`src/rtl/spart_tx_ctrl.sv`:
```
// SPART transmit sequencer: a holding register feeds a shift register that is
// serialised as start / DATA_BITS data (LSB first) / stop, OVERSAMPLE ticks per bit.
module spart_tx_ctrl #(
    parameter int DATA_BITS  = 8,
    parameter int OVERSAMPLE = 16
) (
    input  logic       clk,
    input  logic       rst,
    input  logic       baud_tick,
    input  logic       tx_load,
    input  logic [7:0] tx_data,
    output logic       tbr,
    output logic       txd,
    output logic       busy,
    output logic       baud_clr
);

    localparam int TW = $clog2(OVERSAMPLE);
    localparam int BW = $clog2(DATA_BITS + 1);

    typedef enum logic [1:0] {IDLE, START, DATA, STOP} state_t;

    state_t                 state, state_d;
    logic [TW-1:0]          tick_cnt, tick_d;
    logic [BW-1:0]          bit_cnt, bit_d;
    logic [DATA_BITS-1:0]   shifter, shift_d;
    logic [DATA_BITS-1:0]   hold, hold_d;
    logic                   tbr_d, txd_d, busy_d, clr_d;
    logic                   bit_end;

    assign bit_end = baud_tick && (tick_cnt == TW'(OVERSAMPLE - 1));

    always_ff @(posedge clk or negedge rst) begin
        if (!rst) begin
            state    <= IDLE;
            tick_cnt <= '0;
            bit_cnt  <= '0;
            shifter  <= '0;
            hold     <= '0;
            tbr      <= 1'b1;
            txd      <= 1'b1;
            busy     <= 1'b0;
            baud_clr <= 1'b0;
        end else begin
            state    <= state_d;
            tick_cnt <= tick_d;
            bit_cnt  <= bit_d;
            shifter  <= shift_d;
            hold     <= hold_d;
            tbr      <= tbr_d;
            txd      <= txd_d;
            busy     <= busy_d;
            baud_clr <= clr_d;
        end
    end

    always_comb begin
        state_d = state;
        tick_d  = tick_cnt;
        bit_d   = bit_cnt;
        shift_d = shifter;
        hold_d  = hold;
        tbr_d   = tbr;
        clr_d   = 1'b0;

        // A load while the holding register is full is dropped outright.
        if (tx_load && tbr) begin
            hold_d = tx_data[DATA_BITS-1:0];
            tbr_d  = 1'b0;
        end

        if (state != IDLE && baud_tick)
            tick_d = bit_end ? '0 : tick_cnt + TW'(1);

        case (state)
            IDLE: begin
                if (!tbr) begin
                    shift_d = hold;
                    tbr_d   = 1'b1;
                    clr_d   = 1'b1;
                    tick_d  = '0;
                    state_d = START;
                end
            end
            START: begin
                if (bit_end) begin
                    bit_d   = '0;
                    state_d = DATA;
                end
            end
            DATA: begin
                if (bit_end) begin
                    shift_d = shifter >> 1;
                    bit_d   = bit_cnt + BW'(1);
                    if (bit_cnt == BW'(DATA_BITS - 1))
                        state_d = STOP;
                end
            end
            STOP: begin
                // Chain straight into the next frame; the generator is already in phase.
                if (bit_end) begin
                    if (!tbr) begin
                        shift_d = hold;
                        tbr_d   = 1'b1;
                        state_d = START;
                    end else begin
                        state_d = IDLE;
                    end
                end
            end
            default: state_d = IDLE;
        endcase

        case (state_d)
            START:   txd_d = 1'b0;
            DATA:    txd_d = shift_d[0];
            default: txd_d = 1'b1;
        endcase
        busy_d = (state_d != IDLE);
    end

endmodule

```
`config.mk`:
```
export PLATFORM = sky130hd
export DESIGN_NAME = spart_tx_ctrl
export DESIGN_NICKNAME = d
export VERILOG_FILES = /design/src/rtl/spart_tx_ctrl.sv
export SDC_FILE = /design/constraint.sdc
export NUM_CORES = 1
export LEC_CHECK = 0
export ABC_AREA = 0
export CAP_MARGIN = 20
export CORE_MARGIN = 10
export CORE_UTILIZATION = 40
export DETAILED_ROUTE_END_ITERATION = 10
export HOLD_SLACK_MARGIN = 0.05
export PLACE_DENSITY = 0.69
export SLEW_MARGIN = 20
export SYNTH_ARGS = -nofsm -noshare
export SYNTH_HDL_FRONTEND = slang
export SYNTH_SLANG_ARGS = --single-unit
```
`constraint.sdc`:
```
create_clock -name clk -period 2.2 [get_ports clk]
set_clock_uncertainty 0.05 [all_clocks]
set_input_delay 0.44 -clock clk [delete_from_list [all_inputs] [get_ports clk]]
set_output_delay 0.44 -clock clk [all_outputs]
set_load 0.02 [all_outputs]
```
==> run_results.csv, run 1 <==
group,metric,value,unit
drt,wl_per_cell,15.1,um
synthesis,synth_top_cells_by_count,"dfrtp_1 (28), o21ai_0 (18), mux2_2 (9), mux2i_1 (9)",
timing,hold_viol,0,
grt,grt.overflow.total,0,
worst_setup_path,crit_path_end,"txd",
clocking,post-cts-setup-buffer-count,0,
synthesis,synth_area_per_cell,10.8,sq um
worst_setup_path,rrSetupSlack,80,ps
synthesis,synth_ff_type,"dfrtp_1",
clocking,clk_path_buf_depth,2,
clocking,h-tree-depth,2,
synthesis,synth_cells,145,
placement,dp_cells,219,
outcome,status,"complete, no violations",
placement,port_buffers,15,
floorplan,dieArea,6820,sq um
worst_setup_path,worst_ep_arrival_time,2290,ps
grt,antenna_found_initial,0,
cells_and_area,diodes,0,
floorplan,core,3720,sq um
timing,slew_violations,0,
synthesis,yosys.area.top_type,"dfrtp_1",
clocking,cts_root_buf,"clkbuf_8",
synthesis,synth_most_common_cell,"dfrtp_1",
worst_setup_path,critPathLaunch,"state[1]",
cells_and_area,drive_gt1_frac,0.229,
floorplan,ios,16,
synthesis,ys_async_sr_fraction,1.00,
grt,grt_max_degree,31,
clocking,cts_tree,"yes",
worst_setup_path,r2r-start,"state[1]",
hold_path,hold_class,"flop to flop",
worst_setup_path,slowest_stage,"dfrtp_2",
clocking,postCtsHoldBufs,0,
synthesis,yosysUniqueCellTypes,35,
clocking,insertion_delay,280,ps
grt,grtUsageTotal,0.114,
cells_and_area,seq_area,754,sq um
worst_setup_path,cp.required,2370,ps
cells_and_area,multi_input_area,752,sq um
floorplan,fp.dieW,82.6,um
worst_setup_path,reg2reg_to,"txd",
drt,via_count,1231,
clocking,clkSlewWorstSetupHoldPaths,70,ps
synthesis,yosysWarnings,0,
timing,setup_viol,0,
worst_setup_path,startpoint_type,"flop",
floorplan,fp.dieH,82.6,um
drt,drc,0,
worst_setup_path,crit_type,"flop to flop",
drt,via_per_inst,5.42,
placement,dp_hpwl,2430,um
synthesis,synth_nets,163,
power,p_per_area,1300,nW/um^2
run,max-cap-violations,0,
drt,wl,3420,um
clocking,numCtsBuffers,5,
clocking,cts_sinks,30,
drt,firstDrtPassIters,4,
power,irDropWorstVdd,0.000604,V
worst_setup_path,endpoint_kind,"flop",
power,finalPower,2.58,mW
synthesis,synth_seq_cells,30,
synthesis,synth_edf_count,0,
timing,rsz0062_at_grt,"no",
drt,ant_nets,0,
cells_and_area,fin_util,0.534,
drt,drtIter0Drc,83,
cells_and_area,fillers,331,
worst_setup_path,rr_worst_depth,7,
floorplan,rows,22,
cells_and_area,final_cell_count_no_fill,227,
timing,fin_crit_sh,0.964,
worst_setup_path,cp_cell_sequence,"inv_1 > ha_1 > or2_2 > a221o_1 > a32o_2 > a211o_1 > mux2_4",
cells_and_area,nets,196,
floorplan,start_util,0.422,
synthesis,ys_seq_area_frac,0.480,
timing,worstMarginPinSlew,478,ps
timing,max_freq,472,MHz
synthesis,yosys.area.top_type_share,0.447,
synthesis,synth_area,1570,sq um
cells_and_area,syn_to_final_growth,26.5,%
placement,place_congestion,0.923,
worst_setup_path,slowest_delay,410,ps
power,p_leak,0.882,nW
synthesis,synthTopCellsByArea,"dfrtp_1 (45%), mux2_2 (6.5%), mux2i_1 (5.7%), o21ai_0 (5.7%), ha_1 (4.8%)",
worst_setup_path,path_max_fanout,5,
grt,grt_first_pass_wirelength,5910,um
timing,slew_headroom,0.678,
grt,first_global_vias,1270,
timing,period_needed,2120,ps
## worst min-delay path by stage
stage	from	endpoint	slack [ps]	cells after the start
6_report	hold[5]	hold[5]	450	1
5_1_grt	hold[0]	hold[0]	480	1
4_1_cts	hold[5]	hold[5]	460	1
3_5_place_dp	hold[5]	hold[5]	440	1
3_3_place_gp	hold[4]	hold[4]	440	1
2_1_floorplan	rst	baud_clr	90	0
## cell type report
class | instances | share of cell area
inverters | 7 | 0.0132
clock buffers | 7 | 0.0385
flip-flops and latches | 30 | 0.380
repair buffers | 33 | 0.143
well taps | 48 | 0.0303
clock inverters | 1 | 0.0151
multi-input cells | 101 | 0.379
## worst max-delay path: cells and delay by family, from the launching register on
family / cells / cell delay, ps
AOI/OAI and AO/OA: 3 / 800
DFF: 1 / 410
and+or+nand+nor: 1 / 280
muxes: 1 / 250
adders and majority gates: 1 / 190
buffers and inverters: 1 / 80
## report_power, final
part / internal (mW) / leakage (nW) / total [mW] / switching, mW
clock: 0.338 / 0.0524 / 0.536 / 0.198
combinational: 0.605 / 0.455 / 1.13 / 0.520
sequential: 0.775 / 0.374 / 0.914 / 0.139
## registers in the layout, indices dropped and copies added (netlist names)
signal	flops
hold	8
shifter	8
bit_cnt	4
tick_cnt	4
state	2
baud_clr	1
busy	1
tbr	1
txd	1
## kinds of logic after synthesis
group,count (synthesis),share of synthesized area
buffers and inverters,14,0.0399
XOR/XNOR,1,0.00559
adder cells (fa/ha/maj),6,0.0479
multiplexers,20,0.141
AND/OR/NAND/NOR,27,0.0846
flip-flops,30,0.480
AO/OA/AOI/OAI,47,0.200
## per-stage QoR
step           setup TNS [ps]  hold WS [ps]  worst slack, ps  instance area (sq um)
4_1_cts                     0           457             19.4                   1980
3_3_place_gp            -68.1           439            -68.1                   1880
5_1_grt                     0           477             4.65                   1980
6_report                    0           454             80.2                   1980
3_5_place_dp             -105           443             -105                   1880
2_1_floorplan               0          94.4             1.45                   1570
## layer usage
metal | wire length (um) | GRT usage | share of wire | vias up
li1 | - | - | - | 595
met1 | 1480 | 0.127 | 0.43 | 593
met2 | 1710 | 0.188 | 0.50 | 35
met3 | 172 | 0.0378 | 0.050 | 8
met4 | 54 | 0.0635 | 0.016 | 0
met5 | 0 | 0 | 0 | -
## timing repair
action	in CTS	in global routing
endpoints found under the setup margin	1	1
hold endpoints to repair	0	0
cloned	0	0
gates resized for setup	1	2
pin swaps	0	0
## cells in the final DEF (no fill, tap or decap), types with 2 or more instances in the layout
cell / count
dfrtp_1: 27
o21ai_0: 18
buf_4: 18
clkdlybuf4s50_1: 14
mux2i_1: 9
mux2_2: 9
nand2_1: 7
inv_1: 6
a2bb2oi_1: 6
o21a_1: 6
ha_1: 6
a21oi_1: 5
nand3_1: 5
nor2_1: 5
clkbuf_8: 5
a22oi_1: 2
nor3_1: 2
o32ai_1: 2
mux2_4: 2
a221o_1: 2
nor2b_1: 2
clkbuf_1: 2
dfstp_2: 2
(Power assumes the default switching activity.)
==> run 2: changes to the inputs <==
Settings changed: CORE_ASPECT_RATIO from default to 1.5.
==> run_results.csv, run 2 (same netlist as run 1, synthesis figures left out) <==
group,metric,value,unit
outcome,status,"complete, no violations",
placement,port_buffers,15,
power,internal-power,1.61,mW
power,irDropWorstVdd,0.000682,V
timing,period_needed,2090,ps
worst_setup_path,path_max_fanout,5,
cells_and_area,syn_to_final_growth,24.5,%
hold_path,hold_class,"flop to flop",
floorplan,dieArea,6880,sq um
power,pwr-share-seq,0.374,
drt,drtIter0Drc,45,
worst_setup_path,cp.required,2360,ps
cells_and_area,fin_util,0.525,
timing,slew_headroom,0.742,
clocking,postCtsHoldBufs,0,
floorplan,fp.dieH,96.7,um
placement,place_congestion,0.866,
cells_and_area,diodes,0,
clocking,cts_root_buf,"clkbuf_8",
timing,setup_viol,0,
clocking,clk_path_buf_depth,2,
power,finalPower,2.46,mW
timing,rsz0062_at_grt,"no",
drt,via_count,1197,
grt,grt_first_pass_wirelength,5620,um
worst_setup_path,cpLargestDelayFamily,"compound AO/OA/AOI/OAI gates",
drt,via_per_inst,5.44,
cells_and_area,drive_gt1_frac,0.237,
power,power.switching,844,uW
floorplan,core,3720,sq um
drt,wl_per_cell,15.2,um
cells_and_area,mostFrequentLayoutCells,"dfrtp_1 (27), o21ai_0 (18), buf_4 (16), clkdlybuf4s50_1 (14)",
worst_setup_path,crit_buf_inv,0,
run,max-cap-violations,0,
grt,first_global_vias,1315,
timing,whs,453,ps
worst_setup_path,slowest_stage,"dfrtp_2",
floorplan,ios,16,
drt,drc,0,
power,switching_share,0.343,
clocking,cts_sinks,30,
timing,fin_crit_sh,0.949,
placement,dp_cells,211,
clocking,numCtsBuffers,5,
power,p_per_area,1260,nW/um^2
cells_and_area,mostFrequentLayoutCell,"dfrtp_1",
drt,firstDrtPassIters,4,
worst_setup_path,slowest_delay,430,ps
cells_and_area,final_cell_count_no_fill,220,
worst_setup_path,endpoint_kind,"flop",
floorplan,start_util,0.422,
grt,grt.overflow.total,0,
grt,antenna_found_initial,0,
drt,wl,3340,um
clocking,clkSlewWorstSetupHoldPaths,60,ps
timing,slew_violations,0,
worst_setup_path,cp_cell_sequence,"ha_2 > or2_2 > a221o_1 > a32o_2 > a211o_1 > mux2_4",
worst_setup_path,crit_type,"flop to flop",
grt,grtUsageTotal,0.0979,
placement,dp_hpwl,2510,um
drt,ant_nets,0,
timing,hold_viol,0,
grt,grt_max_degree,31,
timing,setup_tns,0,ps
cells_and_area,reg_top3,"hold (8), shifter (8)",
clocking,h-tree-depth,2,
timing,worstMarginPinSlew,383,ps
clocking,insertion_delay,280,ps
floorplan,fp.dieW,71.1,um
worst_setup_path,startpoint_type,"flop",
power,power_frac_comb,0.442,
clocking,cts_tree,"yes",
power,p_leak,0.866,nW
cells_and_area,nets,194,
floorplan,rows,27,
timing,max_freq,479,MHz
worst_setup_path,worst_ep_arrival_time,2250,ps
power,clock_power_share,0.183,
[run 2: stage by stage]
step                setup WS (ps)  instance area, sq um
floorplan                    1.45                  1570
global placement            -28.9                  1850
detailed placement          -79.2                  1850
CTS                          36.9                  1940
global route                 12.8                  1950
finish                        111                  1950
[run 2: final timing paths]
kind	end	cells after the start	from	slack (ps)
min	hold[2]	1	hold[2]	450
max reg2reg	txd	6	state[0]	110
min in group asynchronous	baud_clr	2	rst	490
min reg2reg	hold[2]	1	hold[2]	450
max in group asynchronous	txd	2	rst	1290
max	txd	6	state[0]	110
[run 2: worst register-to-register path, cell delays in order (launching register included)]
cell and delay (ps):
dfrtp_2 430, ha_2 200, or2_2 290, a221o_1 290, a32o_2 250, a211o_1 260
mux2_4 250
[run 2: layout make-up]
class	count	area [sq um]
fill	344	1760
multi-input combinational	101	757
inverter	7	26.3
timing repair buffer	31	269
tap	43	53.8
clock buffer	7	86.3
clock inverter	1	5.00
sequential	30	754
[run 2: routing by layer]
layer  track usage  up-vias  wire [um]
met2         0.178       28       1840
li1              -      593          -
met5             0        -          0
met3        0.0347        2        177
met1        0.0940      574       1300
met4        0.0446        0         19
[run 2: what timing repair did]
action                     in CTS  in global routing
gates resized for setup         1                  4
gates cloned                    0                  0
setup endpoints to repair       1                  1
setup buffers                   0                  1
[run 2: power by group through the flow]
stage	logic, mW	registers [mW]	clock network (mW)
3_5_place_dp	1.10	0.926	0
3_3_place_gp	1.06	0.911	0
6_report	1.09	0.920	0.450
2_1_floorplan	0.743	0.931	0
5_1_grt	1.20	0.946	0.492
4_1_cts	1.10	0.917	0.467
==> run 3: changes to the inputs <==
Settings changed: SKIP_LAST_GASP from default to 1.
==> results of run 3 <==
Same layout as run 2: the final DEF is identical, and so are final timing and power.
